## src/rtl/load_queue_pkg.sv

```systemverilog
// rtl/load_queue_pkg.sv - shared load-queue entry states and Dcache tag layout
package load_queue_pkg;

  typedef enum logic [1:0] {
    LQ_FREE      = 2'd0,
    LQ_WAIT_ISS  = 2'd1,
    LQ_WAIT_RESP = 2'd2,
    LQ_DONE      = 2'd3
  } lq_state_e;

  // Dcache tag is {generation, entry index}: generation bit sits just above the index.
  function automatic int lq_tag_w(input int iw);
    return iw + 1;
  endfunction

endpackage

```

## src/rtl/load_queue_if.sv

```systemverilog
// rtl/load_queue_if.sv - load-queue allocate, Dcache, writeback and retire signal bundle
interface load_queue_if import load_queue_pkg::*; #(
  parameter int DEPTH  = 8,
  parameter int ADDR_W = 32,
  parameter int PREG_W = 7,
  parameter int ROB_W  = 6,
  parameter int RET_W  = 4
);
  localparam int IW = $clog2(DEPTH);
  localparam int TW = lq_tag_w(IW);
  localparam int CW = $clog2(RET_W + 1);

  logic              Stall;
  logic              Flush;
  logic              StopReq;
  logic              SbEmpty;
  logic              InValid;
  logic              InBar;
  logic [1:0]        InMat;
  logic [ADDR_W-1:0] InPAddr;
  logic              InWbAble;
  logic [PREG_W-1:0] InWbAddr;
  logic [ROB_W-1:0]  InRobPtr;
  logic              DcReqValid;
  logic              DcReqReady;
  logic [1:0]        DcReqMat;
  logic [ADDR_W-1:0] DcReqAddr;
  logic [TW-1:0]     DcReqTag;
  logic              DcRespValid;
  logic [TW-1:0]     DcRespTag;
  logic              DcRespNack;
  logic [ADDR_W-1:0] DcRespData;
  logic              WbValid;
  logic [PREG_W-1:0] WbAddr;
  logic              CmtValid;
  logic [ROB_W-1:0]  CmtRobPtr;
  logic [CW-1:0]     RetireCnt;

  modport master (
    input  Stall, Flush, SbEmpty, InValid, InBar, InMat, InPAddr, InWbAble, InWbAddr, InRobPtr,
    input  DcReqReady, DcRespValid, DcRespTag, DcRespNack, DcRespData, RetireCnt,
    output StopReq, DcReqValid, DcReqMat, DcReqAddr, DcReqTag, WbValid, WbAddr, CmtValid, CmtRobPtr
  );

  modport slave (
    output Stall, Flush, SbEmpty, InValid, InBar, InMat, InPAddr, InWbAble, InWbAddr, InRobPtr,
    output DcReqReady, DcRespValid, DcRespTag, DcRespNack, DcRespData, RetireCnt,
    input  StopReq, DcReqValid, DcReqMat, DcReqAddr, DcReqTag, WbValid, WbAddr, CmtValid, CmtRobPtr
  );

endinterface

```

## src/rtl/lq_oldest_pick.sv

```systemverilog
// rtl/lq_oldest_pick.sv - head-rotated priority encoder: first requesting entry at or after base
module lq_oldest_pick #(
  parameter int DEPTH = 8,
  parameter int IW    = $clog2(DEPTH)
) (
  input  logic [DEPTH-1:0] req,
  input  logic [IW-1:0]    base,
  output logic             valid,
  output logic [IW-1:0]    idx
);

  // Scan youngest to oldest so the oldest hit is the last one written.
  always_comb begin
    valid = 1'b0;
    idx   = base;
    for (int k = DEPTH - 1; k >= 0; k--) begin
      if (req[base + IW'(k)]) begin
        valid = 1'b1;
        idx   = base + IW'(k);
      end
    end
  end

endmodule

```

## src/rtl/load_queue.sv

```systemverilog
// rtl/load_queue.sv - in-order load queue with out-of-order Dcache responses and barrier stall
module load_queue import load_queue_pkg::*; #(
  parameter int DEPTH  = 8,
  parameter int ADDR_W = 32,
  parameter int PREG_W = 7,
  parameter int ROB_W  = 6,
  parameter int RET_W  = 4
) (
  input logic          Clk,
  input logic          Rest,
  load_queue_if.master lq
);

  localparam int IW = $clog2(DEPTH);
  localparam int TW = lq_tag_w(IW);

  lq_state_e         st   [DEPTH];
  lq_state_e         st_n [DEPTH];
  logic [DEPTH-1:0]  gen;
  logic [DEPTH-1:0]  wbable;
  logic [1:0]        mat    [DEPTH];
  logic [ADDR_W-1:0] paddr  [DEPTH];
  logic [PREG_W-1:0] wbaddr [DEPTH];
  logic [ROB_W-1:0]  robptr [DEPTH];

  logic [IW:0]      head, tail, count;
  logic [IW-1:0]    head_idx, tail_idx;
  logic             full, empty, bar_pend, bar_req, alloc;
  logic [DEPTH-1:0] iss_req;
  logic             pick_valid, iss_lock, iss_fire;
  logic [IW-1:0]    pick_idx, iss_hold, iss_idx;
  logic [IW-1:0]    rsp_idx;
  logic             rsp_hit;
  logic [TW-1:0]    req_tag;

  assign count    = tail - head;
  assign full     = count[IW];
  assign empty    = (count == '0);
  assign head_idx = head[IW-1:0];
  assign tail_idx = tail[IW-1:0];

  assign lq.StopReq = bar_pend | (lq.InValid & lq.InBar) | full;
  assign alloc      = lq.InValid & ~lq.InBar & ~lq.StopReq & ~lq.Stall;
  assign bar_req    = lq.InValid & lq.InBar & ~full;

  always_comb begin
    iss_req = '0;
    for (int i = 0; i < DEPTH; i++) iss_req[i] = (st[i] == LQ_WAIT_ISS);
  end

  lq_oldest_pick #(.DEPTH(DEPTH), .IW(IW)) u_pick (
    .req   (iss_req),
    .base  (head_idx),
    .valid (pick_valid),
    .idx   (pick_idx)
  );

  // A request left waiting on DcReqReady is pinned so its payload cannot shift under the cache.
  assign iss_idx       = iss_lock ? iss_hold : pick_idx;
  assign req_tag       = {gen[iss_idx], iss_idx};
  assign lq.DcReqValid = (iss_lock | pick_valid) & ~lq.Stall & ~lq.Flush;
  assign lq.DcReqMat   = mat[iss_idx];
  assign lq.DcReqAddr  = paddr[iss_idx];
  assign lq.DcReqTag   = req_tag;
  assign iss_fire      = lq.DcReqValid & lq.DcReqReady;

  assign rsp_idx      = lq.DcRespTag[IW-1:0];
  assign rsp_hit      = lq.DcRespValid && (st[rsp_idx] == LQ_WAIT_RESP) &&
                        (gen[rsp_idx] == lq.DcRespTag[IW]);
  assign lq.CmtValid  = rsp_hit & ~lq.DcRespNack;
  assign lq.CmtRobPtr = lq.CmtValid ? robptr[rsp_idx] : '0;
  assign lq.WbValid   = lq.CmtValid & wbable[rsp_idx];
  assign lq.WbAddr    = lq.WbValid ? wbaddr[rsp_idx] : '0;

  always_comb begin
    st_n = st;
    for (int k = 0; k < RET_W; k++) begin
      if (!lq.Stall && k < int'(lq.RetireCnt)) st_n[head_idx + IW'(k)] = LQ_FREE;
    end
    if (rsp_hit) st_n[rsp_idx] = lq.DcRespNack ? LQ_WAIT_ISS : LQ_DONE;
    if (iss_fire) st_n[iss_idx] = LQ_WAIT_RESP;
    if (alloc) st_n[tail_idx] = LQ_WAIT_ISS;
    if (lq.Flush) begin
      for (int i = 0; i < DEPTH; i++) st_n[i] = LQ_FREE;
    end
  end

  always_ff @(posedge Clk) begin
    if (Rest) begin
      head     <= '0;
      tail     <= '0;
      bar_pend <= 1'b0;
      iss_lock <= 1'b0;
      iss_hold <= '0;
      gen      <= '0;
      wbable   <= '0;
      for (int i = 0; i < DEPTH; i++) begin
        st[i]     <= LQ_FREE;
        mat[i]    <= '0;
        paddr[i]  <= '0;
        wbaddr[i] <= '0;
        robptr[i] <= '0;
      end
    end else begin
      st <= st_n;
      if (lq.Flush) begin
        head     <= '0;
        tail     <= '0;
        bar_pend <= 1'b0;
        iss_lock <= 1'b0;
      end else if (!lq.Stall) begin
        head     <= head + (IW + 1)'(lq.RetireCnt);
        bar_pend <= bar_pend ? ~(empty & lq.SbEmpty) : bar_req;
        iss_lock <= lq.DcReqValid & ~lq.DcReqReady;
        iss_hold <= iss_idx;
        if (alloc) begin
          tail             <= tail + 1'b1;
          gen[tail_idx]    <= ~gen[tail_idx];
          mat[tail_idx]    <= lq.InMat;
          paddr[tail_idx]  <= lq.InPAddr;
          wbable[tail_idx] <= lq.InWbAble;
          wbaddr[tail_idx] <= lq.InWbAddr;
          robptr[tail_idx] <= lq.InRobPtr;
        end
      end
    end
  end

endmodule

```

## src/flat_wrapper.sv

```systemverilog
// flat-port wrapper written by rule: the top's interface ports become plain ports
module load_queue_flat import load_queue_pkg::*;
#(
  parameter int DEPTH  = 8,
  parameter int ADDR_W = 32,
  parameter int PREG_W = 7,
  parameter int ROB_W  = 6,
  parameter int RET_W  = 4
)
  (Clk, Rest, lq_Stall, lq_Flush, lq_SbEmpty, lq_InValid, lq_InBar, lq_InMat, lq_InPAddr, lq_InWbAble, lq_InWbAddr, lq_InRobPtr, lq_DcReqReady, lq_DcRespValid, lq_DcRespTag, lq_DcRespNack, lq_DcRespData, lq_RetireCnt, lq_StopReq, lq_DcReqValid, lq_DcReqMat, lq_DcReqAddr, lq_DcReqTag, lq_WbValid, lq_WbAddr, lq_CmtValid, lq_CmtRobPtr);
  load_queue_if #(.DEPTH(DEPTH), .ADDR_W(ADDR_W), .PREG_W(PREG_W), .ROB_W(ROB_W), .RET_W(RET_W)) lq_i ();
  input logic Clk;
  input logic Rest;
  input wire logic [$bits(lq_i.Stall)-1:0] lq_Stall;
  input wire logic [$bits(lq_i.Flush)-1:0] lq_Flush;
  input wire logic [$bits(lq_i.SbEmpty)-1:0] lq_SbEmpty;
  input wire logic [$bits(lq_i.InValid)-1:0] lq_InValid;
  input wire logic [$bits(lq_i.InBar)-1:0] lq_InBar;
  input wire logic [$bits(lq_i.InMat)-1:0] lq_InMat;
  input wire logic [$bits(lq_i.InPAddr)-1:0] lq_InPAddr;
  input wire logic [$bits(lq_i.InWbAble)-1:0] lq_InWbAble;
  input wire logic [$bits(lq_i.InWbAddr)-1:0] lq_InWbAddr;
  input wire logic [$bits(lq_i.InRobPtr)-1:0] lq_InRobPtr;
  input wire logic [$bits(lq_i.DcReqReady)-1:0] lq_DcReqReady;
  input wire logic [$bits(lq_i.DcRespValid)-1:0] lq_DcRespValid;
  input wire logic [$bits(lq_i.DcRespTag)-1:0] lq_DcRespTag;
  input wire logic [$bits(lq_i.DcRespNack)-1:0] lq_DcRespNack;
  input wire logic [$bits(lq_i.DcRespData)-1:0] lq_DcRespData;
  input wire logic [$bits(lq_i.RetireCnt)-1:0] lq_RetireCnt;
  output wire logic [$bits(lq_i.StopReq)-1:0] lq_StopReq;
  output wire logic [$bits(lq_i.DcReqValid)-1:0] lq_DcReqValid;
  output wire logic [$bits(lq_i.DcReqMat)-1:0] lq_DcReqMat;
  output wire logic [$bits(lq_i.DcReqAddr)-1:0] lq_DcReqAddr;
  output wire logic [$bits(lq_i.DcReqTag)-1:0] lq_DcReqTag;
  output wire logic [$bits(lq_i.WbValid)-1:0] lq_WbValid;
  output wire logic [$bits(lq_i.WbAddr)-1:0] lq_WbAddr;
  output wire logic [$bits(lq_i.CmtValid)-1:0] lq_CmtValid;
  output wire logic [$bits(lq_i.CmtRobPtr)-1:0] lq_CmtRobPtr;
  assign lq_i.Stall = lq_Stall;
  assign lq_i.Flush = lq_Flush;
  assign lq_i.SbEmpty = lq_SbEmpty;
  assign lq_i.InValid = lq_InValid;
  assign lq_i.InBar = lq_InBar;
  assign lq_i.InMat = lq_InMat;
  assign lq_i.InPAddr = lq_InPAddr;
  assign lq_i.InWbAble = lq_InWbAble;
  assign lq_i.InWbAddr = lq_InWbAddr;
  assign lq_i.InRobPtr = lq_InRobPtr;
  assign lq_i.DcReqReady = lq_DcReqReady;
  assign lq_i.DcRespValid = lq_DcRespValid;
  assign lq_i.DcRespTag = lq_DcRespTag;
  assign lq_i.DcRespNack = lq_DcRespNack;
  assign lq_i.DcRespData = lq_DcRespData;
  assign lq_i.RetireCnt = lq_RetireCnt;
  assign lq_StopReq = lq_i.StopReq;
  assign lq_DcReqValid = lq_i.DcReqValid;
  assign lq_DcReqMat = lq_i.DcReqMat;
  assign lq_DcReqAddr = lq_i.DcReqAddr;
  assign lq_DcReqTag = lq_i.DcReqTag;
  assign lq_WbValid = lq_i.WbValid;
  assign lq_WbAddr = lq_i.WbAddr;
  assign lq_CmtValid = lq_i.CmtValid;
  assign lq_CmtRobPtr = lq_i.CmtRobPtr;
  load_queue #(.DEPTH(DEPTH), .ADDR_W(ADDR_W), .PREG_W(PREG_W), .ROB_W(ROB_W), .RET_W(RET_W)) u_core (.Clk(Clk), .Rest(Rest), .lq(lq_i));
endmodule
```

## config.mk

```make
export PLATFORM = sky130hd
export DESIGN_NAME = load_queue_flat
export DESIGN_NICKNAME = d
export VERILOG_FILES = /design/src/rtl/load_queue_pkg.sv /design/src/rtl/load_queue_if.sv /design/src/rtl/lq_oldest_pick.sv /design/src/rtl/load_queue.sv /design/src/flat_wrapper.sv
export SDC_FILE = /design/constraint.sdc
export NUM_CORES = 1
export LEC_CHECK = 0
export ABC_AREA = 1
export BUFFER_PORTS_ARGS = -buffer_cell sky130_fd_sc_hd__buf_2
export CORE_ASPECT_RATIO = 1.4
export CORE_MARGIN = 5
export CORE_UTILIZATION = 52
export CTS_CLUSTER_DIAMETER = 80
export CTS_CLUSTER_SIZE = 25
export DETAILED_ROUTE_END_ITERATION = 8
export HOLD_SLACK_MARGIN = 0.12
export PLACE_DENSITY = 0.68
export SETUP_SLACK_MARGIN = 0.3
export SLEW_MARGIN = 20
export SYNTH_ARGS = -nofsm -noshare
export SYNTH_HDL_FRONTEND = slang
export SYNTH_HIERARCHICAL = 1
export SYNTH_SLANG_ARGS = --single-unit
```

## constraint.sdc

```tcl
create_clock -name Clk -period 4.7 [get_ports Clk]
set_input_delay 0.94 -clock Clk [delete_from_list [all_inputs] [get_ports Clk]]
set_output_delay 0.94 -clock Clk [all_outputs]
set_load 0.01 [all_outputs]
```

Word-level counts from Yosys, hierarchy flattened
Memory sizes are Yosys's and may differ from the RTL's. Index checks and enable logic that the tools add are counted.

Muxes and demuxes: 93. Add/subtract/negate cells: 10. Magnitude comparators: 30. Bitwise operators: 45. Reduce and logical (&&, ||, !) cells: 24. Equal/unequal tests: 10.

Operator list (count): two-way mux 16 bit (7); bitwise AND 16 bit (4); NOT 16 bit (4); less-than comparator 3 x 4 -> 1 bit, second input constant (11); demux 2 bit (select 3 bit) (7); two-way mux 3 bit (13); binary-select mux 1 bit (select 3 bit) (12); two-way mux 1 bit (33); two-way mux 32 bit (1); OR reduction 32 bit (1); greater-or-equal comparator 4 bit, second input constant (7); less-than comparator 4 x 1 -> 1 bit, second input constant (7); NOT 3 -> 4 bit (7); two-way mux 2 bit (11); bitwise AND 8 bit (2); bitwise mux 16 bit (1); bitwise mux 8 bit (2); equality test 2 x 1 -> 1 bit, second input constant (8); NOT 8 bit (2); bitwise OR 8 bit (2); logical AND 1 bit (14); two-way mux 7 bit (2); adder 3 bit, second input constant (4); bitwise AND 1 bit (12); 22 further kinds (38).

Bits in writable memories: 376. Memories: 4. Input bits: 97. Word-level logic and storage cells: 231. Output and inout port bits: 55. Flip-flop bits (word level): 45.

Memories: u_core.paddr (words 8, bits a word 32, rd ports 1, clocked after Yosys merged registers in 0, write ports 8, RTL line load_queue.sv:22) `logic [ADDR_W-1:0] paddr [DEPTH];`; u_core.wbaddr (words 8, bits a word 7, rd ports 1, clocked after Yosys merged registers in 0, write ports 8, RTL line load_queue.sv:23) `logic [PREG_W-1:0] wbaddr [DEPTH];`; u_core.robptr (words 8, bits a word 6, rd ports 1, clocked after Yosys merged registers in 0, write ports 8, RTL line load_queue.sv:24) `logic [ROB_W-1:0] robptr [DEPTH];`; u_core.mat (words 8, bits a word 2, rd ports 1, clocked after Yosys merged registers in 0, write ports 8, RTL line load_queue.sv:21) `logic [1:0] mat [DEPTH];`.

Longest topological paths before layout
Gate-level depths: netlist (run 1).

Depth in word-level cells: 22. Mapped depth: 25. Mapped depth without buffers: 23.

Cells and area by module
Netlist (run 1), hierarchy kept.

Modules (own cells, without submodules): load_queue (area each 18656.6 um^2, times used 1, cells each 1801, sequential area each 12191.7 um^2); lq_oldest_pick (area each 686.9 um^2, times used 1, cells each 126, sequential area each 0.0 um^2).

Least setup slack after synthesis (run 1)
OpenSTA, ideal clock, no wires.

Path type: flip-flop to output port. From: register u_core.head[1]. To: output lq_DcReqAddr[17]. Required time: 3.760 ns. Buffers on the path: 2. Setup slack: 0.665 ns. Stages on the path, launching flop included: 22. Data arrival time: 3.095 ns. Cells stage by stage: dfxtp_1 -> buf_6 -> inv_4 -> ha_1 -> inv_2 -> nand3_1 -> nand3_2 -> nand2_2 -> a21oi_1 -> nand2_1 -> nand2_1 -> nand3_1 -> nand2_1 -> nand2_1 -> nand2_1 -> nand2_1 -> o21ai_0 -> nand3_1 -> clkinv_1 -> clkbuf_1 -> a22oi_1 -> nand4_1.

Longest elaborated chain between the ends: 13. Elaborated cells between the ends (all ways): 33. Classes of those cells: add/sub: 7; mux: 25; memory: 1.

Ends and longest elaborated chain: start: declaration (RTL line load_queue.sv:26) `logic [IW:0] head, tail, count;`; start signal: assignment (RTL line load_queue.sv:112) `head <= head + (IW + 1)'(lq.RetireCnt);`; adder 3 bit (RTL line lq_oldest_pick.sv:17, lq_oldest_pick.sv:19); binary-select mux 1 bit (select 3 bit) (RTL line lq_oldest_pick.sv:17) `if (req[base + IW'(k)]) begin`; two-way mux 1 bit (implied by the code) (RTL line lq_oldest_pick.sv:17); two-way mux 3 bit (7 in a row) (RTL line lq_oldest_pick.sv:17); two-way mux 3 bit (*) (RTL line lq_oldest_pick.sv:17); via u_core.pick_idx[1] (RTL line load_queue.sv:31) `logic [IW-1:0] pick_idx, iss_hold, iss_idx;`; two-way mux 3 bit (*) (RTL line load_queue.sv:59) `assign iss_idx = iss_lock ? iss_hold : pick_idx;`; memory (8 x 32 bit) (*); end: declaration (RTL line flat_wrapper.sv:33) `output wire logic [$bits(lq_i.DcReqAddr)-1:0] lq_DcReqAddr;`.

The timed path passes the listed nets; every way through them passes the cells marked *. The select of a mux whose other input is x is not followed.

Final worst setup path (run 1)
From: register u_core.head[0]. To: output lq_DcReqAddr[21].

The elaborated chain is that of the path after synthesis.

==> flow_summary.html, run 1 <==
<table>
<tr><th>Metric</th><th>Value</th></tr>
<tr><th colspan="2">Run status</th></tr>
<tr><td>Run status</td><td>completed</td></tr>
<tr><th colspan="2">Yosys</th></tr>
<tr><td>Number of distinct library cells after synthesis</td><td>50</td></tr>
<tr><td>Count leader, synth</td><td>sky130_fd_sc_hd__nor2_1</td></tr>
<tr><td>Cell count after synthesis</td><td>1927</td></tr>
<tr><td>Number of warnings reported in the yosys synthesis log</td><td>6</td></tr>
<tr><td>Leading area contributor after synthesis</td><td>sky130_fd_sc_hd__edfxtp_1</td></tr>
<tr><td>Number of synthesized flops with an enable pin</td><td>376</td></tr>
<tr><td>Most common flop cell mapped by yosys</td><td>sky130_fd_sc_hd__edfxtp_1</td></tr>
<tr><td>Avg Inst Size Synth</td><td>10.0 µm²</td></tr>
<tr><td>Total of flip-flops plus latches after synthesis</td><td>421</td></tr>
<tr><td>Largest cells by area after synthesis</td><td>sky130_fd_sc_hd__edfxtp_1 58%, sky130_fd_sc_hd__nor2_1 8.9%, sky130_fd_sc_hd__nand2_1 5.8%</td></tr>
<tr><td>Sequential share of the synthesized area</td><td>63.0%</td></tr>
<tr><td>Cell area after synthesis</td><td>0.0193 mm²</td></tr>
<tr><td>Portion of synthesized cell area occupied by the leading cell type</td><td>58.4%</td></tr>
<tr><td>Nets in the synthesized netlist</td><td>2037</td></tr>
<tr><td>Most frequent cells after synthesis</td><td>457 x sky130_fd_sc_hd__nor2_1, 376 x sky130_fd_sc_hd__edfxtp_1, 299 x sky130_fd_sc_hd__nand2_1</td></tr>
<tr><td>Share of flip-flops with an asynchronous set or reset after synthesis</td><td>0%</td></tr>
<tr><th colspan="2">Setup path</th></tr>
<tr><td>Data arrival time at the worst-slack endpoint</td><td>3.64 ns</td></tr>
<tr><td>Ordered list of cells on the worst path</td><td>inv_8, ha_4, inv_6, nand3_2, nand3_2, nand2_2, inv_2, o21ai_2, nand2_1, nand2_1, nand2_1, nand2_2, nand2_1, nand2_1, nand2_2, nand2_2, o21ai_4, nand3_4, clkinvlp_4, buf_4, buf_12, a211oi_4, nand4_1, buf_2</td></tr>
<tr><td>Sum of buffers and inverters on the critical path</td><td>7</td></tr>
<tr><td>R2r startpoint</td><td>u_core/head[2]$_SDFFE_PP0N_</td></tr>
<tr><td>Launching instance or port of the critical path</td><td>u_core/head[0]$_SDFFE_PP0N_</td></tr>
<tr><td>CP dominant cell by count</td><td>sky130_fd_sc_hd__nand2_1</td></tr>
<tr><td>Crit path max-delay family</td><td>simple AND/OR/NAND/NOR gates</td></tr>
<tr><td>Sort of element at the start of the critical path</td><td>register</td></tr>
<tr><td>Element type at the critical path end</td><td>output port</td></tr>
<tr><td>Crit path max fanout</td><td>6</td></tr>
<tr><td>CP max stage delay</td><td>0.41 ns</td></tr>
<tr><td>Cell at the slowest stage of the critical path</td><td>sky130_fd_sc_hd__dfxtp_4</td></tr>
<tr><td>Startpoint-to-endpoint class of the critical path</td><td>register to output port</td></tr>
<tr><td>Data required time of the worst path</td><td>3.76 ns</td></tr>
<tr><th colspan="2">Floorplan</th></tr>
<tr><td>Die Height</td><td>238 µm</td></tr>
<tr><td>Number of top-level design ports</td><td>152</td></tr>
<tr><td>Die outline area</td><td>0.0412 mm²</td></tr>
<tr><td>Initial standard-cell utilization of the core</td><td>52.6%</td></tr>
<tr><td>Die W</td><td>173 µm</td></tr>
<tr><td>Core area</td><td>0.0368 mm²</td></tr>
<tr><td>Number of placement rows</td><td>83</td></tr>
<tr><th colspan="2">Clock network</th></tr>
<tr><td>Clock transition at the registers of the reported paths</td><td>0.10 ns</td></tr>
<tr><td>Clk Latency, worst-skew pair</td><td>0.56 ns</td></tr>
<tr><td>Root buffer selected by CTS</td><td>sky130_fd_sc_hd__clkbuf_16</td></tr>
<tr><td>H-tree depth</td><td>1</td></tr>
<tr><td>CTS tree</td><td>done</td></tr>
<tr><td>Max Buffers Root-to-Sink</td><td>3</td></tr>
<tr><td>Hold_buf cts</td><td>0</td></tr>
<tr><td>Clk sink count</td><td>421</td></tr>
<tr><td>Number of clock buffers inserted by TritonCTS</td><td>21</td></tr>
<tr><th colspan="2">Route</th></tr>
<tr><td>Total wirelength of the detailed-routed design</td><td>57900 µm</td></tr>
<tr><td>Average wire length per cell after detail routing</td><td>22.7 µm</td></tr>
<tr><td>Final ANT Viol Nets</td><td>0</td></tr>
<tr><td>Vias after detailed routing</td><td>15300</td></tr>
<tr><td>DRC violation count after routing</td><td>0</td></tr>
<tr><td>Ratio of routed vias to standard cells</td><td>5.98</td></tr>
<tr><td>Drt first pass iters</td><td>6</td></tr>
<tr><td>Starting DRC count in detailed routing</td><td>1613</td></tr>
<tr><th colspan="2">Placed design</th></tr>
<tr><td>Routability-driven placement congestion ratio</td><td>0.966</td></tr>
<tr><td>HPWL after detailed placement</td><td>33100 µm</td></tr>
<tr><td>Quantity of I/O buffers inserted on ports</td><td>119</td></tr>
<tr><th colspan="2">Worst hold path</th></tr>
<tr><td>Start point of the worst min-delay path</td><td>u_core/gen[4]$_SDFFE_PP0P_</td></tr>
<tr><td>HP Class</td><td>register to register</td></tr>
<tr><th colspan="2">STA</th></tr>
<tr><td>Post-layout min period</td><td>4.58 ns</td></tr>
<tr><td>Final number of hold-violating endpoints</td><td>0</td></tr>
<tr><td>Setup-violating endpoint count in the final report</td><td>0</td></tr>
<tr><td>Tightest hold margin</td><td>0.487 ns</td></tr>
<tr><td>Share of the clock period used by the worst path</td><td>97.5%</td></tr>
<tr><td>Highest Clock Rate</td><td>218 MHz</td></tr>
<tr><td>Final slew viol count</td><td>0</td></tr>
<tr><td>Setup repair after global routing missed its margin</td><td>true</td></tr>
<tr><td>Actual slew at the worst max-slew pin</td><td>0.871 ns</td></tr>
<tr><td>Post-Route Skew</td><td>0.0136 ns</td></tr>
<tr><td>Slew headroom</td><td>41.9%</td></tr>
<tr><th colspan="2">Finish</th></tr>
<tr><td>Antenna diode instance count</td><td>0</td></tr>
<tr><td>Utilization after layout</td><td>60.9%</td></tr>
<tr><td>Layout cell share with drive strength beyond 1</td><td>19.0%</td></tr>
<tr><td>Synthesis-to-finish area growth</td><td>15.7%</td></tr>
<tr><td>Net total in the final layout</td><td>2187</td></tr>
<tr><td>Filler cell count</td><td>3097</td></tr>
<tr><th colspan="2">GRT</th></tr>
<tr><td>Pin count of the biggest net entering global routing</td><td>53</td></tr>
<tr><td>Total routing usage reported by global routing</td><td>26.7%</td></tr>
<tr><td>Number of antenna violations at the first check in global routing</td><td>0</td></tr>
<tr><td>Global-route wire length before repair</td><td>85900 µm</td></tr>
<tr><td>Via count of the first global-routing pass</td><td>14800</td></tr>
<tr><td>Global-route congestion overflow total</td><td>0</td></tr>
<tr><th colspan="2">Job</th></tr>
<tr><td>Number of max-cap violations</td><td>0</td></tr>
<tr><th colspan="2">Power</th></tr>
<tr><td>Reported leakage power</td><td>9.18 nW</td></tr>
<tr><td>Maximum resistive drop on vdd</td><td>0.312 mV</td></tr>
<tr><td>Total power after layout</td><td>0.00805 W</td></tr>
<tr><td>PwrDens</td><td>360 mW/mm²</td></tr>
</table>
[routing by layer]
metal | GRT usage, % | vias up | wire length, µm
met4 | 9.05 | 0 | 1990
met1 | 33.8 | 7423 | 21500
met2 | 48.5 | 795 | 29600
met5 | 0 | - | 0
met3 | 2.61 | 128 | 4800
li1 | - | 6915 | -
[registers in the layout (all words and copies together) (netlist names)]
name and count:
u_core/bar_pend 1, u_core/gen 8, u_core/head 4, u_core/iss_hold 3, u_core/iss_lock 1, u_core/mat 16
u_core/paddr 256, u_core/robptr 48, u_core/st 16, u_core/tail 4, u_core/wbable 8, u_core/wbaddr 56
[through the flow]
stage	cell area, µm²	setup slack [ns]	std cells	TNS (ns)
2_1_floorplan	19300	0.665	1927	0
3_3_place_gp	20800	-0.0555	2490	-0.0555
3_5_place_dp	20800	-0.0868	2490	-0.130
4_1_cts	22000	0.158	2538	0
5_1_grt	22400	-0.0633	2551	-0.614
6_report	22400	0.116	2551	0
[power breakdown]
group	switching, W	internal, W	leakage [nW]
clock	0.00117	0.000843	0.286
combinational	0.00111	0.000708	4.65
sequential	0.0000437	0.00417	4.24
[cell type report]
| class | instances | area, µm² | area share (%) |
|---|---|---|---|
| flip-flops and latches | 421 | 12200 | 54.5 |
| clock inverters | 4 | 42.5 | 0.190 |
| repair buffers | 216 | 1830 | 8.19 |
| well taps | 467 | 584 | 2.61 |
| clock buffers | 26 | 544 | 2.43 |
| inverters | 166 | 677 | 3.03 |
| multi-input cells | 1251 | 6490 | 29.0 |
[cells in the final DEF, fill, tap and decap left out, drive strengths merged, types with 8 or more instances in the layout]
cell type / instances
buf: 210
nor3: 19
o21ai: 43
ha: 11
nand2: 308
a21oi: 26
o211ai: 12
dfxtp: 45
nand3: 118
o22ai: 37
nor4: 8
a22oi: 100
clkbuf: 30
nand4: 40
inv: 163
or2: 9
edfxtp: 376
nor2: 479
[tightest hold or removal path: cells and delay by family, from the launching register on]
kind,cells,cell delay [ns]
AOI/OAI and AO/OA,1,0.06
DFF,1,0.32
and+or+nand+nor,1,0.07
[worst paths after layout]
kind / endpoint / slack, ns / cells past startpoint
setup / recovery: lq_DcReqAddr[21] / 0.12 / 24
hold / removal: u_core/gen[4]$_SDFFE_PP0P_ / 0.49 / 2
setup reg to reg: u_core/paddr[7][5]$_SDFFCE_PN0P_ / 0.88 / 11
hold reg to reg: u_core/gen[4]$_SDFFE_PP0P_ / 0.49 / 2
[repair_timing]
item                                    in CTS  in global routing
endpoints found under the setup margin      35                 35
gates resized for setup                     71                 45
setup buffers                               12                  9
gates cloned                                 6                  4
pin swaps                                   16                 30
[cells by family (layout without fill, tap and decap cells)]
family          count (synthesis)  in the layout  share of synthesized area, %
compound gates                239            239                          8.24
fa+ha+maj                      13             13                         0.918
mux                             1              1                        0.0517
simple gates                  991            991                          21.8
xor+xnor                        7              7                         0.395
buf+inv                       255            412                          5.53
flops                         421            421                          63.0
Power figures use the tool's default switching activity.
==> run 2: changes to the inputs <==
- CORE_UTILIZATION: 52 -> 54
- PLACE_DENSITY: 0.68 -> 0.7
==> run 2 against run 1 <==
Against the previous run: die area decreased by 3.5%; routed wire length grew 1.4%; power is 1.2% higher; largest cell class unchanged.
==> flow_summary.html, run 2 (synthesis gave the netlist of run 1 again) <==
<table>
<tr><th>Metric</th><th>Value</th></tr>
<tr><th colspan="2">STA</th></tr>
<tr><td>Share of the clock period used by the worst path</td><td>96.0% (was 97.5%)</td></tr>
<tr><td>Setup-violating endpoint count in the final report</td><td>0 (unchanged)</td></tr>
<tr><td>Final number of hold-violating endpoints</td><td>0 (unchanged)</td></tr>
<tr><td>Setup repair after global routing missed its margin</td><td>true (unchanged)</td></tr>
<tr><td>Post-layout min period</td><td>4.51 ns (was 4.58 ns)</td></tr>
<tr><td>Actual slew at the worst max-slew pin</td><td>0.913 ns (was 0.871 ns)</td></tr>
<tr><td>Final slew viol count</td><td>0 (unchanged)</td></tr>
<tr><td>Slew headroom</td><td>39.1% (was 41.9%)</td></tr>
<tr><td>Post-Route Skew</td><td>0.0156 ns (was 0.0136 ns)</td></tr>
<tr><td>Highest Clock Rate</td><td>222 MHz (was 218 MHz)</td></tr>
<tr><th colspan="2">Finish</th></tr>
<tr><td>Filler cell count</td><td>2812 (was 3097)</td></tr>
<tr><td>Net total in the final layout</td><td>2200 (was 2187)</td></tr>
<tr><td>Count of placed standard cells in the final layout, fillers left out</td><td>2559 (was 2551)</td></tr>
<tr><td>Leading registers by flop count</td><td>u_core/paddr: 256 flops, u_core/wbaddr: 56 flops, u_core/robptr: 48 flops (unchanged)</td></tr>
<tr><td>Post-route cell area</td><td>0.0227 mm² (was 0.0224 mm²)</td></tr>
<tr><td>Most common library cell in the layout ignoring fill and taps</td><td>sky130_fd_sc_hd__nor2_1 (unchanged)</td></tr>
<tr><td>Antenna diode instance count</td><td>0 (unchanged)</td></tr>
<tr><td>Utilization after layout</td><td>63.9% (was 60.9%)</td></tr>
<tr><td>Most frequent cells in the layout</td><td>451 x sky130_fd_sc_hd__nor2_1, 376 x sky130_fd_sc_hd__edfxtp_1, 272 x sky130_fd_sc_hd__nand2_1, 147 x sky130_fd_sc_hd__inv_1, 118 x sky130_fd_sc_hd__buf_2 (was 452 x sky130_fd_sc_hd__nor2_1, 376 x sky130_fd_sc_hd__edfxtp_1, 275 x sky130_fd_sc_hd__nand2_1, 147 x sky130_fd_sc_hd__inv_1, 119 x sky130_fd_sc_hd__buf_2)</td></tr>
<tr><td>Max FFs per register</td><td>256 (unchanged)</td></tr>
<tr><td>Synthesis-to-finish area growth</td><td>17.5% (was 15.7%)</td></tr>
<tr><td>Layout cell share with drive strength beyond 1</td><td>20.6% (was 19.0%)</td></tr>
<tr><td>Largest register by flop count</td><td>u_core/paddr (unchanged)</td></tr>
<tr><th colspan="2">Power</th></tr>
<tr><td>Power share of the sequential group</td><td>51.8% (was 52.4%)</td></tr>
<tr><td>Cell Int Power</td><td>0.00580 W (was 0.00572 W)</td></tr>
<tr><td>Total power after layout</td><td>0.00814 W (was 0.00805 W)</td></tr>
<tr><td>Switching power</td><td>0.00234 W (was 0.00232 W)</td></tr>
<tr><td>Combinational cell fraction of total power</td><td>22.8% (was 22.6%)</td></tr>
<tr><td>Maximum resistive drop on vdd</td><td>0.409 mV (was 0.312 mV)</td></tr>
<tr><td>PwrDens</td><td>358 mW/mm² (was 360 mW/mm²)</td></tr>
<tr><td>Reported leakage power</td><td>9.33 nW (was 9.18 nW)</td></tr>
<tr><td>Share of total power in the clock network</td><td>25.4% (was 25.0%)</td></tr>
<tr><td>Net switching share of the total power</td><td>28.7% (was 28.9%)</td></tr>
<tr><th colspan="2">Setup path</th></tr>
<tr><td>Element type at the critical path end</td><td>output port (unchanged)</td></tr>
<tr><td>Data arrival time at the worst-slack endpoint</td><td>3.57 ns (was 3.64 ns)</td></tr>
<tr><td>Sort of element at the start of the critical path</td><td>register (unchanged)</td></tr>
<tr><td>Startpoint-to-endpoint class of the critical path</td><td>register to output port (unchanged)</td></tr>
<tr><td>R2r startpoint</td><td>u_core/head[2]$_SDFFE_PP0N_ (unchanged)</td></tr>
<tr><td>Data required time of the worst path</td><td>3.76 ns (about the same)</td></tr>
<tr><td>Launching instance or port of the critical path</td><td>u_core/head[0]$_SDFFE_PP0N_ (unchanged)</td></tr>
<tr><td>Crit path max fanout</td><td>8 (was 6)</td></tr>
<tr><th colspan="2">Worst hold path</th></tr>
<tr><td>Start point of the worst min-delay path</td><td>u_core/wbable[6]$_SDFFE_PP0P_ (was u_core/gen[4]$_SDFFE_PP0P_)</td></tr>
<tr><td>HP Class</td><td>register to register (unchanged)</td></tr>
<tr><th colspan="2">Route</th></tr>
<tr><td>Total wirelength of the detailed-routed design</td><td>58700 µm (was 57900 µm)</td></tr>
<tr><td>Ratio of routed vias to standard cells</td><td>6.01 (was 5.98)</td></tr>
<tr><td>DRC violation count after routing</td><td>0 (unchanged)</td></tr>
<tr><td>Drt first pass iters</td><td>6 (unchanged)</td></tr>
<tr><td>Average wire length per cell after detail routing</td><td>22.9 µm (was 22.7 µm)</td></tr>
<tr><td>Starting DRC count in detailed routing</td><td>1661 (was 1613)</td></tr>
<tr><td>Vias after detailed routing</td><td>15400 (was 15300)</td></tr>
<tr><td>Final ANT Viol Nets</td><td>0 (unchanged)</td></tr>
<tr><th colspan="2">Clock network</th></tr>
<tr><td>Clk sink count</td><td>421 (unchanged)</td></tr>
<tr><td>Max Buffers Root-to-Sink</td><td>3 (unchanged)</td></tr>
<tr><td>Clock transition at the registers of the reported paths</td><td>0.10 ns (about the same)</td></tr>
<tr><td>Hold_buf cts</td><td>0 (unchanged)</td></tr>
<tr><td>Root buffer selected by CTS</td><td>sky130_fd_sc_hd__clkbuf_16 (unchanged)</td></tr>
<tr><td>CTS tree</td><td>done (unchanged)</td></tr>
<tr><td>Number of clock buffers inserted by TritonCTS</td><td>21 (unchanged)</td></tr>
<tr><td>Clk Latency, worst-skew pair</td><td>0.56 ns (about the same)</td></tr>
<tr><td>H-tree depth</td><td>1 (unchanged)</td></tr>
<tr><th colspan="2">Floorplan</th></tr>
<tr><td>Number of top-level design ports</td><td>152 (unchanged)</td></tr>
<tr><td>Die outline area</td><td>0.0398 mm² (was 0.0412 mm²)</td></tr>
<tr><td>Number of placement rows</td><td>82 (was 83)</td></tr>
<tr><td>Initial standard-cell utilization of the core</td><td>54.3% (was 52.6%)</td></tr>
<tr><td>Die Height</td><td>234 µm (was 238 µm)</td></tr>
<tr><td>Die W</td><td>170 µm (was 173 µm)</td></tr>
<tr><td>Core area</td><td>0.0356 mm² (was 0.0368 mm²)</td></tr>
<tr><th colspan="2">Placed design</th></tr>
<tr><td>HPWL after detailed placement</td><td>32400 µm (was 33100 µm)</td></tr>
<tr><td>Placed cell count</td><td>2478 (was 2490)</td></tr>
<tr><td>Routability-driven placement congestion ratio</td><td>0.984 (was 0.966)</td></tr>
<tr><td>Quantity of I/O buffers inserted on ports</td><td>119 (unchanged)</td></tr>
<tr><td>Placed Area</td><td>0.0208 mm² (about the same)</td></tr>
<tr><th colspan="2">Run status</th></tr>
<tr><td>Run status</td><td>completed (unchanged)</td></tr>
<tr><th colspan="2">GRT</th></tr>
<tr><td>Global-route wire length before repair</td><td>86900 µm (was 85900 µm)</td></tr>
<tr><td>Total routing usage reported by global routing</td><td>28.6% (was 26.7%)</td></tr>
<tr><td>Via count of the first global-routing pass</td><td>14900 (was 14800)</td></tr>
<tr><td>Global-route congestion overflow total</td><td>0 (unchanged)</td></tr>
<tr><td>Pin count of the biggest net entering global routing</td><td>53 (unchanged)</td></tr>
<tr><td>Number of antenna violations at the first check in global routing</td><td>0 (unchanged)</td></tr>
<tr><th colspan="2">Job</th></tr>
<tr><td>Number of max-cap violations</td><td>0 (unchanged)</td></tr>
</table>
-- run 2: path summary, 6_finish.rpt --
kind | endpoint | slack [ns] | cells after the start
setup / recovery | lq_DcReqAddr[30] | 0.19 | 23
hold / removal | u_core/wbable[6]$_SDFFE_PP0P_ | 0.48 | 2
setup reg to reg | u_core/paddr[3][7]$_SDFFCE_PN0P_ | 0.82 | 11
hold reg to reg | u_core/wbable[6]$_SDFFE_PP0P_ | 0.48 | 2
-- run 2: power groups by stage --
stage               Sequential [W]  Clock (W)  Combinational (W)
CTS                        0.00422    0.00209            0.00169
global route               0.00423    0.00220            0.00196
detailed placement         0.00430          0            0.00141
finish                     0.00422    0.00207            0.00186
floorplan                  0.00429          0           0.000759
global placement           0.00429          0            0.00140
-- run 2: repair_timing --
action                     in CTS  in global routing
setup buffers                  27                 11
gates cloned                    9                  4
pin swaps                      26                 39
setup endpoints to repair      35                 35
resized for setup             100                 56
-- run 2: area by class of cell --
cell class,count,area [µm²],area share (%)
clock buffers,26,544,2.39
repair inverters,1,5.00,0.0220
clock inverters,4,67.6,0.297
inverters,166,688,3.03
repair buffers,228,2000,8.78
flip-flops and latches,421,12200,53.7
multi-input cells,1251,6650,29.3
well taps,462,578,2.54
-- run 2: worst max-delay path: stages (launching register included) --
cell,delay (ns)
sky130_fd_sc_hd__dfxtp_4,0.40
sky130_fd_sc_hd__inv_8,0.04
sky130_fd_sc_hd__ha_4,0.34
sky130_fd_sc_hd__inv_8,0.06
sky130_fd_sc_hd__nand3_4,0.09
sky130_fd_sc_hd__nand3_4,0.09
sky130_fd_sc_hd__nand2_1,0.08
sky130_fd_sc_hd__nand3_1,0.06
sky130_fd_sc_hd__nand3_1,0.07
sky130_fd_sc_hd__nand3_1,0.07
sky130_fd_sc_hd__nand2_1,0.07
sky130_fd_sc_hd__nand2_1,0.05
sky130_fd_sc_hd__nand2_1,0.06
sky130_fd_sc_hd__nand2_1,0.05
sky130_fd_sc_hd__nand2_1,0.13
sky130_fd_sc_hd__o21ai_1,0.12
sky130_fd_sc_hd__buf_4,0.20
sky130_fd_sc_hd__nand3_2,0.10
sky130_fd_sc_hd__clkinv_4,0.10
sky130_fd_sc_hd__buf_12,0.16
sky130_fd_sc_hd__buf_4,0.13
sky130_fd_sc_hd__a22oi_1,0.19
sky130_fd_sc_hd__nand4_1,0.18
sky130_fd_sc_hd__buf_2,0.18
-- run 2: routing by layer --
metal	vias up	track usage, %	routed length [µm]
met5	-	0	0
met4	0	11.4	2340
met3	135	3.14	4730
met2	824	51.7	30300
met1	7461	35.2	21300
li1	6952	-	-
-- run 2: stage by stage --
stage          worst slack [ns]  setup TNS, ns  hold WS (ns)
4_1_cts                   0.212              0         0.482
2_1_floorplan             0.665              0         0.446
6_report                  0.189              0         0.478
3_5_place_dp            -0.0122        -0.0122         0.467
3_3_place_gp           -0.00252       -0.00252         0.455
5_1_grt                 -0.0145        -0.0293         0.506
==> run 3: changes to the inputs <==
- ABC_AREA: 1 -> not set
- PLACE_DENSITY: 0.7 -> 0.69
- SKIP_LAST_GASP: not set -> 1
- SYNTH_HIERARCHICAL: 1 -> not set
==> run 3 against run 2 <==
Against the previous run: the flow now finishes with violations (setup timing); design area rose by 22%; first-iteration DRC count rose by 17%; clock power barely moved; critical path depth fell by 9; routed wire length rose by 26%; global-route usage rose by 1.1 points; final cell count rose by 2.9%; core utilization rose by 4.9 points; fmax fell by 7.9%; worst hold slack got worse by 0.0071 ns; largest cell class unchanged.
==> flow_summary.html, run 3 <==
<table>
<tr><th>Metric</th><th>Value</th></tr>
<tr><th colspan="2">Clock network</th></tr>
<tr><td>Number of clock buffers inserted by TritonCTS</td><td>21 (unchanged)</td></tr>
<tr><td>CTS tree</td><td>done (unchanged)</td></tr>
<tr><td>Hold_buf cts</td><td>0 (unchanged)</td></tr>
<tr><td>Clk Latency, worst-skew pair</td><td>0.57 ns (was 0.56 ns)</td></tr>
<tr><td>Clk sink count</td><td>421 (unchanged)</td></tr>
<tr><td>Root buffer selected by CTS</td><td>sky130_fd_sc_hd__clkbuf_16 (unchanged)</td></tr>
<tr><td>H-tree depth</td><td>1 (unchanged)</td></tr>
<tr><td>Max Buffers Root-to-Sink</td><td>3 (unchanged)</td></tr>
<tr><td>Clock transition at the registers of the reported paths</td><td>0.10 ns (about the same)</td></tr>
<tr><th colspan="2">Yosys</th></tr>
<tr><td>Number of distinct library cells after synthesis</td><td>73 (was 50)</td></tr>
<tr><td>Number of synthesized flops with an enable pin</td><td>376 (unchanged)</td></tr>
<tr><td>Number of warnings reported in the yosys synthesis log</td><td>0 (was 6)</td></tr>
<tr><td>Count leader, synth</td><td>sky130_fd_sc_hd__edfxtp_1 (was sky130_fd_sc_hd__nor2_1)</td></tr>
<tr><td>Sequential share of the synthesized area</td><td>55.3% (was 63.0%)</td></tr>
<tr><td>Most frequent cells after synthesis</td><td>376 x sky130_fd_sc_hd__edfxtp_1, 292 x sky130_fd_sc_hd__and3_1, 162 x sky130_fd_sc_hd__clkbuf_1, 162 x sky130_fd_sc_hd__inv_1, 144 x sky130_fd_sc_hd__a211oi_1 (was 457 x sky130_fd_sc_hd__nor2_1, 376 x sky130_fd_sc_hd__edfxtp_1, 299 x sky130_fd_sc_hd__nand2_1)</td></tr>
<tr><td>Portion of synthesized cell area occupied by the leading cell type</td><td>51.3% (was 58.4%)</td></tr>
<tr><td>Cell count after synthesis</td><td>1958 (was 1927)</td></tr>
<tr><td>Nets in the synthesized netlist</td><td>2070 (was 2037)</td></tr>
<tr><td>Leading area contributor after synthesis</td><td>sky130_fd_sc_hd__edfxtp_1 (unchanged)</td></tr>
<tr><td>Most common flop cell mapped by yosys</td><td>sky130_fd_sc_hd__edfxtp_1 (unchanged)</td></tr>
<tr><td>Cell area after synthesis</td><td>0.0220 mm² (was 0.0193 mm²)</td></tr>
<tr><td>Share of flip-flops with an asynchronous set or reset after synthesis</td><td>0% (unchanged)</td></tr>
<tr><td>Total of flip-flops plus latches after synthesis</td><td>421 (unchanged)</td></tr>
<tr><td>Largest cells by area after synthesis</td><td>sky130_fd_sc_hd__edfxtp_1 51%, sky130_fd_sc_hd__and3_1 8.3%, sky130_fd_sc_hd__a211oi_1 4.9% (was sky130_fd_sc_hd__edfxtp_1 58%, sky130_fd_sc_hd__nor2_1 8.9%, sky130_fd_sc_hd__nand2_1 5.8%)</td></tr>
<tr><td>Avg Inst Size Synth</td><td>11.3 µm² (was 10.0 µm²)</td></tr>
<tr><th colspan="2">Setup path</th></tr>
<tr><td>Element type at the critical path end</td><td>output port (unchanged)</td></tr>
<tr><td>Startpoint-to-endpoint class of the critical path</td><td>register to output port (unchanged)</td></tr>
<tr><td>Sum of buffers and inverters on the critical path</td><td>6 (was 7)</td></tr>
<tr><td>Cell at the slowest stage of the critical path</td><td>sky130_fd_sc_hd__or4_4 (was sky130_fd_sc_hd__dfxtp_4)</td></tr>
<tr><td>Ordered list of cells on the worst path</td><td>buf_4, ha_4, xnor2_1, buf_4, mux2i_1, nor4_1, or4_4, a21oi_4, inv_6, buf_12, buf_4, a2111oi_2, nor4_2, buf_2 (was inv_8, ha_4, inv_8, nand3_4, nand3_4, nand2_1, nand3_1, nand3_1, nand3_1, nand2_1, nand2_1, nand2_1, nand2_1, nand2_1, o21ai_1, buf_4, nand3_2, clkinv_4, buf_12, buf_4, a22oi_1, nand4_1, buf_2)</td></tr>
<tr><td>Crit path max-delay family</td><td>buffers and inverters (was simple AND/OR/NAND/NOR gates)</td></tr>
<tr><td>CP dominant cell by count</td><td>sky130_fd_sc_hd__buf_4 (was sky130_fd_sc_hd__nand2_1)</td></tr>
<tr><td>Data arrival time at the worst-slack endpoint</td><td>3.96 ns (was 3.57 ns)</td></tr>
<tr><td>Crit path max fanout</td><td>21 (was 8)</td></tr>
<tr><td>Data required time of the worst path</td><td>3.76 ns (about the same)</td></tr>
<tr><td>Sort of element at the start of the critical path</td><td>register (unchanged)</td></tr>
<tr><td>CP max stage delay</td><td>0.63 ns (was 0.40 ns)</td></tr>
<tr><th colspan="2">STA</th></tr>
<tr><td>Post-layout min period</td><td>4.90 ns (was 4.51 ns)</td></tr>
<tr><td>Slew headroom</td><td>20.3% (was 39.1%)</td></tr>
<tr><td>Share of the clock period used by the worst path</td><td>104% (was 96.0%)</td></tr>
<tr><td>Highest Clock Rate</td><td>204 MHz (was 222 MHz)</td></tr>
<tr><td>Setup repair after global routing missed its margin</td><td>true (unchanged)</td></tr>
<tr><td>Final slew viol count</td><td>0 (unchanged)</td></tr>
<tr><td>Post-Route Skew</td><td>0.0200 ns (was 0.0156 ns)</td></tr>
<tr><td>Min setup slack post-route</td><td>-0.196 ns (was 0.189 ns)</td></tr>
<tr><td>Actual slew at the worst max-slew pin</td><td>1.20 ns (was 0.913 ns)</td></tr>
<tr><td>Final number of hold-violating endpoints</td><td>0 (unchanged)</td></tr>
<tr><td>Setup-violating endpoint count in the final report</td><td>35 (was 0)</td></tr>
<tr><th colspan="2">Floorplan</th></tr>
<tr><td>Die Height</td><td>249 µm (was 234 µm)</td></tr>
<tr><td>Die W</td><td>181 µm (was 170 µm)</td></tr>
<tr><td>Number of placement rows</td><td>87 (was 82)</td></tr>
<tr><td>Die outline area</td><td>0.0450 mm² (was 0.0398 mm²)</td></tr>
<tr><td>Number of top-level design ports</td><td>152 (unchanged)</td></tr>
<tr><td>Initial standard-cell utilization of the core</td><td>54.7% (was 54.3%)</td></tr>
<tr><td>Core area</td><td>0.0403 mm² (was 0.0356 mm²)</td></tr>
<tr><th colspan="2">Route</th></tr>
<tr><td>DRC violation count after routing</td><td>0 (unchanged)</td></tr>
<tr><td>Vias after detailed routing</td><td>18200 (was 15400)</td></tr>
<tr><td>Starting DRC count in detailed routing</td><td>1947 (was 1661)</td></tr>
<tr><td>Final ANT Viol Nets</td><td>0 (unchanged)</td></tr>
<tr><td>Ratio of routed vias to standard cells</td><td>6.90 (was 6.01)</td></tr>
<tr><td>Total wirelength of the detailed-routed design</td><td>73900 µm (was 58700 µm)</td></tr>
<tr><td>Drt first pass iters</td><td>6 (unchanged)</td></tr>
<tr><td>Average wire length per cell after detail routing</td><td>28.0 µm (was 22.9 µm)</td></tr>
<tr><th colspan="2">Job</th></tr>
<tr><td>Number of max-cap violations</td><td>0 (unchanged)</td></tr>
<tr><th colspan="2">Placed design</th></tr>
<tr><td>HPWL after detailed placement</td><td>35900 µm (was 32400 µm)</td></tr>
<tr><td>Routability-driven placement congestion ratio</td><td>0.921 (was 0.984)</td></tr>
<tr><td>Setup WS pre-CTS</td><td>-0.0896 ns (was -0.0122 ns)</td></tr>
<tr><td>Quantity of I/O buffers inserted on ports</td><td>119 (unchanged)</td></tr>
<tr><td>Placed cell count</td><td>2511 (was 2478)</td></tr>
<tr><th colspan="2">Finish</th></tr>
<tr><td>Layout cell share with drive strength beyond 1</td><td>29.2% (was 20.6%)</td></tr>
<tr><td>Net total in the final layout</td><td>2195 (was 2200)</td></tr>
<tr><td>Largest register by flop count</td><td>u_core.paddr (was u_core/paddr)</td></tr>
<tr><td>Filler cell count</td><td>2777 (was 2812)</td></tr>
<tr><td>Utilization after layout</td><td>68.8% (was 63.9%)</td></tr>
<tr><td>Max FFs per register</td><td>256 (unchanged)</td></tr>
<tr><td>Most frequent cells in the layout</td><td>376 x sky130_fd_sc_hd__edfxtp_1, 292 x sky130_fd_sc_hd__and3_1, 159 x sky130_fd_sc_hd__inv_1, 109 x sky130_fd_sc_hd__buf_2, 104 x sky130_fd_sc_hd__buf_4 (was 451 x sky130_fd_sc_hd__nor2_1, 376 x sky130_fd_sc_hd__edfxtp_1, 272 x sky130_fd_sc_hd__nand2_1, 147 x sky130_fd_sc_hd__inv_1, 118 x sky130_fd_sc_hd__buf_2)</td></tr>
<tr><td>Count of placed standard cells in the final layout, fillers left out</td><td>2634 (was 2559)</td></tr>
<tr><td>Most common library cell in the layout ignoring fill and taps</td><td>sky130_fd_sc_hd__edfxtp_1 (was sky130_fd_sc_hd__nor2_1)</td></tr>
<tr><td>Synthesis-to-finish area growth</td><td>25.8% (was 17.5%)</td></tr>
<tr><td>Leading registers by flop count</td><td>u_core.paddr: 256 flops, u_core.wbaddr: 56 flops, u_core.robptr: 48 flops (was u_core/paddr: 256 flops, u_core/wbaddr: 56 flops, u_core/robptr: 48 flops)</td></tr>
<tr><th colspan="2">GRT</th></tr>
<tr><td>Global-route congestion overflow total</td><td>0 (unchanged)</td></tr>
<tr><td>Pin count of the biggest net entering global routing</td><td>103 (was 53)</td></tr>
<tr><td>Total routing usage reported by global routing</td><td>29.7% (was 28.6%)</td></tr>
<tr><td>Via count of the first global-routing pass</td><td>17900 (was 14900)</td></tr>
<tr><td>Number of antenna violations at the first check in global routing</td><td>8 (was 0)</td></tr>
<tr><td>Global-route wire length before repair</td><td>106000 µm (was 86900 µm)</td></tr>
<tr><th colspan="2">Worst hold path</th></tr>
<tr><td>HP Class</td><td>register to register (unchanged)</td></tr>
<tr><th colspan="2">Power</th></tr>
<tr><td>Total power after layout</td><td>0.00757 W (was 0.00814 W)</td></tr>
<tr><td>Maximum resistive drop on vdd</td><td>0.285 mV (was 0.409 mV)</td></tr>
<tr><td>Reported leakage power</td><td>10.8 nW (was 9.33 nW)</td></tr>
<tr><td>PwrDens</td><td>273 mW/mm² (was 358 mW/mm²)</td></tr>
<tr><th colspan="2">Run status</th></tr>
<tr><td>Failing checks</td><td>setup timing</td></tr>
<tr><td>Run status</td><td>complete, but fails checks (was completed)</td></tr>
</table>
## run 3: cell types whose count changed after synthesis, moves of 107 or more
| cell | previous run | this run |
|---|---|---|
| sky130_fd_sc_hd__and3_1 | 2 | 292 |
| sky130_fd_sc_hd__a211oi_1 | 4 | 144 |
| sky130_fd_sc_hd__nor2_1 | 457 | 63 |
| sky130_fd_sc_hd__nand2_1 | 299 | 45 |
| sky130_fd_sc_hd__a2111oi_0 | 0 | 107 |
| sky130_fd_sc_hd__clkbuf_1 | 48 | 162 |
## run 3: final cells by class
type	instances	area, µm²	area share, %
clock buffer	30	559	2.02
timing repair inverter	1	3.75	0.0135
multi-input combinational	1165	10300	37.2
clock inverter	4	45.0	0.163
tap	534	668	2.41
timing repair buffer	307	3230	11.7
inverter	166	653	2.36
sequential	421	12200	44.1
antenna	6	15.0	0.0542
## run 3: per-layer routing
metal | GRT usage (%) | routed length, µm
met5 | 0 | 15
met4 | 14.2 | 3480
met3 | 3.51 | 6400
met2 | 51.2 | 37100
met1 | 37.4 | 26900
## run 3: worst min-delay path, cell delays in order, from the launching register on
cell and delay, ns:
sky130_fd_sc_hd__dfxtp_1 0.33, sky130_fd_sc_hd__nand2_1 0.05, sky130_fd_sc_hd__a21oi_1 0.05
## run 3: logic make-up (layout without fill, tap and decap cells)
family	count (synthesis)	count (layout)	share of synthesized area, %
buffers and inverters	372	508	7.03
muxes	59	59	3.58
other	0	6	0
AOI/OAI and AO/OA	454	454	16.2
DFF	421	421	55.3
and+or+nand+nor	628	628	16.6
xor gates and xnor gates	9	9	0.358
adders and majority gates	15	15	0.920
## run 3: repair_timing
item / CTS / global route
setup endpoints to repair: 38 / 37
cloned: 18 / 11
pin swaps: 48 / 38
resized for setup: 325 / 152
setup buffers: 38 / 15
## run 3: through the flow
stage / cell area [µm²] / hold WS, ns / TNS, ns
finish: 27700 / 0.471 / -3.91
global route: 27700 / 0.481 / -7.34
CTS: 26500 / 0.468 / -2.62
detailed placement: 23500 / 0.452 / -0.304
global placement: 23500 / 0.445 / -0.0518
floorplan: 22000 / 0.436 / 0
## run 3: final timing paths
check                                                   start                            end  slack [ns]  cells past startpoint
worst max-delay path              u_core.head[1]$_SDFFE_PP0N_               lq_DcReqAddr[15]       -0.20                     14
worst min-delay path            u_core.wbable[2]$_SDFFE_PP0P_  u_core.wbable[2]$_SDFFE_PP0P_        0.47                      2
worst min register to register  u_core.wbable[2]$_SDFFE_PP0P_  u_core.wbable[2]$_SDFFE_PP0P_        0.47                      2
worst max register to register        u_core.st[9]$_SDFF_PP0_        u_core.st[9]$_SDFF_PP0_        0.99                     12
## run 3: power breakdown
group,internal (W),switching (W)
clock,0.000856,0.00123
sequential,0.00417,0.0000494
combinational,0.000524,0.000742
total,0.00555,0.00202
